===== src/rtl/aes_pkg.sv =====
// Shared AES datapath constants and the AddRoundKey output-queue entry layout.
package aes_pkg;

    localparam int AES_BLOCK_W   = 128;
    localparam int AES128_ROUNDS = 11;
    localparam int AES192_ROUNDS = 13;
    localparam int AES256_ROUNDS = 15;
    localparam int AES128_RW     = $clog2(AES128_ROUNDS);

    // Queue entry for the default AES-128 configuration: {state, round, err}
    typedef struct packed {
        logic [AES_BLOCK_W-1:0] state;
        logic [AES128_RW-1:0]   round;
        logic                   err;
    } ark_entry_t;

    // Packed width of a {state, round, err} entry for arbitrary widths
    function automatic int ark_entry_w(input int w, input int rw);
        return w + rw + 1;
    endfunction

endpackage


===== src/rtl/ark_skid_fifo.sv =====
// Two-entry in-order FIFO with a registered ready. The head entry is always
// presented on out_data; ready is computed from the next occupancy so it
// drops the cycle after the queue fills and rises the cycle after a pop.
module ark_skid_fifo #(
    parameter int DW = 8
) (
    input  logic          clk,
    input  logic          rst_n,
    input  logic          in_valid,
    output logic          in_ready,
    input  logic [DW-1:0] in_data,
    output logic          out_valid,
    input  logic          out_ready,
    output logic [DW-1:0] out_data
);

    logic [DW-1:0] slot_p0;   // head
    logic [DW-1:0] slot_p1;   // second entry
    logic [1:0]    count;
    logic [1:0]    count_nxt;
    logic          push;
    logic          pop;

    assign push      = in_valid & in_ready;
    assign pop       = out_valid & out_ready;
    assign out_valid = (count != 2'd0);
    assign out_data  = slot_p0;

    // Next occupancy; push+pop together leaves the count unchanged
    always_comb begin
        count_nxt = count;
        case ({push, pop})
            2'b10:   count_nxt = count + 2'd1;
            2'b01:   count_nxt = count - 2'd1;
            default: count_nxt = count;
        endcase
    end

    // Occupancy, registered ready and slot shifting
    always_ff @(posedge clk or negedge rst_n) begin
        if (!rst_n) begin
            count    <= 2'd0;
            in_ready <= 1'b1;
            slot_p0  <= '0;
            slot_p1  <= '0;
        end else begin
            count    <= count_nxt;
            in_ready <= (count_nxt < 2'd2);
            if (pop) begin
                if (push && count == 2'd1) begin
                    slot_p0 <= in_data;
                end else begin
                    slot_p0 <= slot_p1;
                end
            end else if (push) begin
                if (count == 2'd0) begin
                    slot_p0 <= in_data;
                end else begin
                    slot_p1 <= in_data;
                end
            end
        end
    end

endmodule


===== src/rtl/add_round_key_stream.sv =====
// Streaming AddRoundKey: a loadable round-key table with a per-entry valid
// mask, XORed against each incoming state word by its round index. Words
// whose key is missing or whose index is out of range pass through unXORed
// with err set. Results are queued in a two-entry FIFO.
module add_round_key_stream
    import aes_pkg::*;
#(
    parameter int WIDTH      = AES_BLOCK_W,
    parameter int NUM_ROUNDS = AES128_ROUNDS,
    parameter int RW         = $clog2(NUM_ROUNDS)
) (
    input  logic                  clk,
    input  logic                  rst_n,
    input  logic                  key_we,
    input  logic [RW-1:0]         key_addr,
    input  logic [WIDTH-1:0]      key_data,
    input  logic                  key_clear,
    output logic [NUM_ROUNDS-1:0] keys_loaded,
    input  logic                  in_valid,
    output logic                  in_ready,
    input  logic [WIDTH-1:0]      in_state,
    input  logic [RW-1:0]         in_round,
    output logic                  out_valid,
    input  logic                  out_ready,
    output logic [WIDTH-1:0]      out_state,
    output logic [RW-1:0]         out_round,
    output logic                  out_err
);

    localparam int EW = ark_entry_w(WIDTH, RW);

    typedef struct packed {
        logic [WIDTH-1:0] state;
        logic [RW-1:0]    round;
        logic             err;
    } entry_t;

    logic [WIDTH-1:0]      key_mem [NUM_ROUNDS];
    logic [NUM_ROUNDS-1:0] mask;
    logic [WIDTH-1:0]      key_sel;
    logic                  hit;
    entry_t                entry_p0;
    logic [EW-1:0]         head_raw;
    entry_t                head_p1;

    assign keys_loaded = mask;

    // Key lookup against current table contents (read-before-write); an
    // index that matches no entry leaves hit low
    always_comb begin
        key_sel = '0;
        hit     = 1'b0;
        for (int i = 0; i < NUM_ROUNDS; i++) begin
            if (in_round == RW'(i)) begin
                key_sel = key_mem[i];
                hit     = mask[i];
            end
        end
    end

    // Stage p0: XOR or pass-through selection, entry enters the queue
    always_comb begin
        entry_p0.state = hit ? (in_state ^ key_sel) : in_state;
        entry_p0.round = in_round;
        entry_p0.err   = ~hit;
    end

    // Key storage; not reset, and written even when a clear is requested
    always_ff @(posedge clk) begin
        for (int i = 0; i < NUM_ROUNDS; i++) begin
            if (key_we && key_addr == RW'(i)) begin
                key_mem[i] <= key_data;
            end
        end
    end

    // Valid mask; clear takes priority over a same-cycle write
    always_ff @(posedge clk or negedge rst_n) begin
        if (!rst_n) begin
            mask <= '0;
        end else if (key_clear) begin
            mask <= '0;
        end else if (key_we) begin
            for (int i = 0; i < NUM_ROUNDS; i++) begin
                if (key_addr == RW'(i)) begin
                    mask[i] <= 1'b1;
                end
            end
        end
    end

    ark_skid_fifo #(
        .DW (EW)
    ) u_fifo (
        .clk       (clk),
        .rst_n     (rst_n),
        .in_valid  (in_valid),
        .in_ready  (in_ready),
        .in_data   (entry_p0),
        .out_valid (out_valid),
        .out_ready (out_ready),
        .out_data  (head_raw)
    );

    // Stage p1: queue head drives the outputs
    assign head_p1   = head_raw;
    assign out_state = head_p1.state;
    assign out_round = head_p1.round;
    assign out_err   = head_p1.err;

endmodule


===== config.mk =====
export PLATFORM = sky130hd
export DESIGN_NAME = add_round_key_stream
export DESIGN_NICKNAME = d
export VERILOG_FILES = /design/src/rtl/aes_pkg.sv /design/src/rtl/ark_skid_fifo.sv /design/src/rtl/add_round_key_stream.sv
export SDC_FILE = /design/constraint.sdc
export NUM_CORES = 2
export LEC_CHECK = 0
export CAP_MARGIN = 0
export CORE_UTILIZATION = 35
export DETAILED_ROUTE_END_ITERATION = 16
export SYNTH_ARGS = -nofsm -noshare
export SYNTH_HDL_FRONTEND = slang
export SYNTH_SLANG_ARGS = --single-unit
export TNS_END_PERCENT = 1

===== constraint.sdc =====
create_clock -name clk -period 2.89 [get_ports clk]
set_input_delay 0.578 -clock clk [delete_from_list [all_inputs] [get_ports clk]]
set_output_delay 0.578 -clock clk [all_outputs]
set_load 0.01 [all_outputs]

# Word-level counts from Yosys, hierarchy flattened
# Memories as Yosys holds them, arrays and structs flattened.
# Index checks and enable logic that the tools add are counted.
# word_totals
register_bits	280
mem_bits_rw	1408
output_inout_bits	146
memories	1
# mem_list
memory	words	word_bits	rd	rd_ports_with_merged_regs	wr	line_no	text
key_mem	11	128	11	0	1	add_round_key_stream.sv:38	logic [WIDTH-1:0] key_mem [NUM_ROUNDS];
# classes
add_sub_neg	2
order_cmp	1
eq_ne	23
muxes	93
bitwise	6
reduce_logical	53
# op_table
operator	count
two-way mux 128 bit	22
OR reduction 128 bit	10
two-way mux 133 bit	4
bitwise XOR 128 bit	1
two-way mux 1 bit	54
two-way mux 4 bit	10
equality test 4 x 3 -> 1 bit (second input constant)	8
nonzero test 2 bit	15
equality test 4 bit (second input constant)	6
AND reduction 2 bit	12
two-way mux 11 bit	2
equality test 4 x 2 -> 1 bit (second input constant)	4
logical AND 1 bit	12
equality test 4 x 1 -> 1 bit (second input constant)	2
logical NOT 4 bit	2
equality test 2 x 1 -> 1 bit (second input constant)	2
case mux 2 bit (2 select lines)	1
NOT 1 bit	3
AND reduction 3 bit	1
adder 2 x 1 -> 2 bit (second input constant)	1
bitwise AND 1 bit	2
equality test 2 bit (second input constant)	1
logical NOT 2 bit	1
< comparator 2 bit (second input constant)	1
subtractor 2 x 1 -> 2 bit (second input constant)	1

# Logic depth before layout (Yosys ltp)
# logic_depth
word_depth	17
depth_mapped	13
mapped_depth_nobuf	9

# Hierarchy
# From an unflattened synthesis, not the netlist that was laid out.
# hier_totals
cells_unflattened	4820
hier_area_um2	70730.3
# modules_own_cells
module	n_inst	cells_per_inst	area_each_um2	seq_area_each_um2
add_round_key_stream	1	3583	57455.1	42555.8
ark_skid_fifo	1	1237	13275.2	6732.7

# Worst setup path before layout
# No wires, ideal clock.
# synth_timing
path_type	input to register
start	input key_addr[2]
end	memory key_mem[0][0] (netlist bit) (enable)
setup_time_ns	0.776
t_arrival_ns	9.781
required_time_ns	2.114
slack_ns	-7.667
path_stages	2
n_path_buf	0
path_cell_list	or3b_2 > nor3_1
# synth_between
elab_chain_cells	15
# synth_lines
element	line_no	text
start: declaration	add_round_key_stream.sv:15	input logic [RW-1:0] key_addr,
equality test 4 x 1 -> 1 bit	add_round_key_stream.sv:71	if (key_we && key_addr == RW'(i)) begin
logical AND 1 bit	add_round_key_stream.sv:71	
two-way mux 1 bit	add_round_key_stream.sv:71	
two-way mux 1 bit (not written as such)	add_round_key_stream.sv:72	key_mem[i] <= key_data;
OR reduction 128 bit (no source line)	--	
two-way mux 4 bit (no source line) / two-way mux 1 bit (equally long branches) (10 in a row)	--	
end: declaration	add_round_key_stream.sv:38	
# Parallel ways exist; a longest one is shown, timed or not.

# Final worst setup path
# layout_timing
start	register u_fifo.count[0]
end	output out_valid
# layout_between
elab_chain_cells	1
# layout_lines
element	line_no	text
start: declaration	ark_skid_fifo.sv:19	logic [1:0] count;
start signal: assignment	ark_skid_fifo.sv:47	count <= count_nxt;
nonzero test 2 bit	ark_skid_fifo.sv:26	assign out_valid = (count != 2'd0);
end: declaration	add_round_key_stream.sv:23	output logic out_valid,
# Every way passes these cells.

==> results.md <==
* Post-route worst setup slack at 0.197 ns
* Clock Tree Buf Depth at 3
* TritonCTS clock tree: yes
* Wire length of the first global-routing pass at 353000 um
* Chain of cells forming the critical path: inv_1 -> ha_1 -> inv_2 -> dlygate4sd2_1
* Starting utilization of the core area at 0.354
* Most used standard cell by instance count after synthesis: sky130_fd_sc_hd__edfxtp_1
* Largest net degree at the start of global routing at 92
* Final Hold Vio Count at 0
* Clock skew after layout at 0.0470 ns
* Number of CTS-inserted buffers at 179
* Number of antenna violations at the first check in global routing at 42
* Total placed cells including tap cells at 8469
* Top post-synthesis cells by count: sky130_fd_sc_hd__edfxtp_1 (1408), sky130_fd_sc_hd__clkbuf_1 (326), sky130_fd_sc_hd__nand2_1 (302)
* Mapped Cells at 5335
* Sequential area share after synthesis at 0.679
* Overall die width at 457 um
* Min Clock Period, post-route at 2.69 ns
* Register area at 49300 sq um
* Pwr dens at 739 nW/um^2
* Multi-input gate area at 21300 sq um
* Post-synthesis instance area at 72600 sq um
* Final instance area at 90200 sq um
* Post-route DRC violation count at 0
* Final weighted congestion of routability-driven global placement at 0.825
* DRT antenna net count at 0
* Number of DRC markers in iteration 0 at 5371
* Post-synthesis cell type with the largest combined area: sky130_fd_sc_hd__edfxtp_1
* Switching power total at 0.0193 W
* Synthesis-to-finish area growth at 24.4%
* Power share of the sequential group at 0.454
* Total vias in the final route at 52100
* Max-cap viol count at 0
* Per-instance average area after synthesis at 13.6 sq um
* Post-route insts no fill at 8827
* Proportion of layout cells with a drive suffix above 1 at 0.153
* Total iterations of the first detailed-routing run at 6
* Worst-case vdd ir drop at 0.898 mV
* Aggregate routed wire length at 243000 um
* Final count of negative-setup-slack endpoints at 0
* Data required time at the worst endpoint at 2.31 ns
* Clock latency reported for the late side of the worst-skew pair at 0.83 ns
* Vias in the first global route at 51500
* Cell with the largest stage delay on the worst path: sky130_fd_sc_hd__dfrtp_1
* Outcome: completed
* Top-area cell type share of the netlist area at 0.583
* Largest incremental delay on the critical path at 0.41 ns
* Area enclosed by the die boundary at 209000 sq um
* Clock-pin slew reported for the worst setup and hold paths after clock tree synthesis at 0.06 ns
* Pre-CTS setup slack at -0.685 ns
* Static Leak at 31.3 nW
* Element type at the critical path end: output port
* Critical path data arrival time at 2.12 ns
* Nets in the synthesized netlist at 5609
* Final global-route overflow total at 0
* Placeable core region at 205000 sq um
* Max-slew violations at 0
* Nets@finish at 6237
* Post-synth EDFFs at 1408
* Die Y-Extent at 457 um
* Fraction of power consumed by the clock network at 0.342
* Count of H-tree levels built during CTS at 4
* Utilization after layout at 0.440
* Switching part of the total power at 0.290
* Port buffer count at 415
* Number of fillers in the final layout at 18200
* Smallest hold slack at 0.220 ns
* Row count at 166
* Period utilization at 0.932
* Worst slew margin at 0.401
* Predominant post-synthesis flop cell: sky130_fd_sc_hd__edfxtp_1
* Class of the tightest hold or removal check: input pin to asynchronous set/reset pin
* Peak fanout along the critical path at 5
* Unrepaired setup endpoints after global routing: no
* Worst setup SP type: flip-flop
* F_max at 371 MHz
* Cell types with the largest area share after synthesis: sky130_fd_sc_hd__edfxtp_1 (58%), sky130_fd_sc_hd__dfrtp_1 (9.6%), sky130_fd_sc_hd__a22oi_1 (3.0%)
* Critical path class: flip-flop to output port
* Ratio of routed vias to standard cells at 5.90
* Wirelength per Cell at 27.6 um
* Worst slew pin tran at 0.898 ns
* Synth warn at 0
* Half-perimeter wire length after detailed placement at 155000 um
* Library cells used by synthesis at 69
* Library cell used as clock root buffer: sky130_fd_sc_hd__clkbuf_16
* Placed standard-cell area at 84400 sq um
* Pint at 0.0473 W
* Synth Register Bits at 1688
* Async S/R FF share, synth at 0.166
* Clock Sinks at 1688
* Count of pins on the block boundary at 416
* Global-route total usage across every layer at 0.227
* Combinational cell fraction of total power at 0.204
[cell type report]
| cell class | instances | share of cell area |
|---|---|---|
| Multi-Input combinational cell | 3132 | 0.236 |
| Timing Repair Buffer | 912 | 0.113 |
| Clock buffer | 238 | 0.0542 |
| Tap cell | 2688 | 0.0373 |
| Sequential cell | 1688 | 0.546 |
| Clock inverter | 96 | 0.00989 |
| Antenna cell | 23 | 0.000638 |
| Inverter | 50 | 0.00216 |
[registers in the layout, summed over array words and instances, names as in the netlist]
signal,count
u_fifo.slot_p1,133
key_mem,1408
u_fifo.in_ready,1
keys_loaded,11
u_fifo.out_data,133
u_fifo.count,2
[per-layer routing]
| metal | vias up | routed length (um) | global-route usage |
|---|---|---|---|
| met2 | 2300 | 118000 | 0.376 |
| met5 | - | 184 | 0 |
| met1 | 26700 | 97600 | 0.290 |
| li1 | 22600 | - | - |
| met3 | 456 | 18800 | 0.0441 |
| met4 | 26 | 8720 | 0.0926 |
[worst max-delay path: cells and delay by family (launching register included)]
kind                     cells  cell delay, ns
adder cells (fa/ha/maj)      1            0.31
buffers and inverters        3            0.55
flip-flops                   1            0.41
[what timing repair did]
action                                  CTS  global route
hold buffers                              1             0
hold endpoints to repair                175             0
setup buffers                             0             0
endpoints found under the setup margin    1             0
gates resized for setup                   2             0
[logic make-up after synthesis]
| group | synth area share |
|---|---|
| DFF | 0.679 |
| and+or+nand+nor | 0.101 |
| AOI/OAI and AO/OA | 0.160 |
| buffers and inverters | 0.0302 |
| xor gates and xnor gates | 0.000724 |
| muxes | 0.0286 |
| adders and majority gates | 0.000690 |
[cell usage in the layout (no fill, tap or decap), types with 184 or more instances in the layout]
master | Yosys | final
sky130_fd_sc_hd__o211ai_1 | 205 | 205
sky130_fd_sc_hd__clkdlybuf4s50_1 | 0 | 409
sky130_fd_sc_hd__a22oi_1 | 290 | 290
sky130_fd_sc_hd__buf_4 | 17 | 313
sky130_fd_sc_hd__nand3_1 | 293 | 292
sky130_fd_sc_hd__edfxtp_1 | 1408 | 1408
sky130_fd_sc_hd__buf_12 | 0 | 184
sky130_fd_sc_hd__a21oi_1 | 227 | 226
sky130_fd_sc_hd__nand2_1 | 302 | 301
sky130_fd_sc_hd__o21ai_0 | 223 | 223
sky130_fd_sc_hd__nor2_1 | 213 | 202
sky130_fd_sc_hd__dfrtp_1 | 279 | 279
[through the flow]
stage	TNS (ns)	total power (W)
global route	0	0.0690
finish	0	0.0667
detailed placement	-16.18	0.0443
global placement	-11.89	0.0440
CTS	0	0.0670
floorplan	-1098.55	0.0368
[path summary, 6_finish.rpt]
kind	startpoint	endpoint	slack (ns)	depth (start not counted)
max reg2reg	keys_loaded[0]	u_fifo.slot_p1[48]	0.28	8
min	rst_n	u_fifo.slot_p1[125]	0.22	2
min reg2reg	u_fifo.slot_p1[73]	u_fifo.slot_p1[73]	0.48	2
min in group clk	in_state[81]	u_fifo.out_data[86]	0.41	3
max	u_fifo.count[0]	out_valid	0.20	4
max in group asynchronous	rst_n	u_fifo.slot_p1[3]	1.89	3
[power by group through the flow]
| stage | Clock (W) | Sequential [W] | Combinational [W] |
|---|---|---|---|
| after global placement | 0 | 0.0307 | 0.0133 |
| after global routing | 0.0240 | 0.0304 | 0.0146 |
| after detailed placement | 0 | 0.0307 | 0.0136 |
| final | 0.0228 | 0.0303 | 0.0136 |
| after floorplan | 0 | 0.0305 | 0.00623 |
| after CTS | 0.0231 | 0.0302 | 0.0137 |
Note: power is estimated with default switching activity, not from simulation.
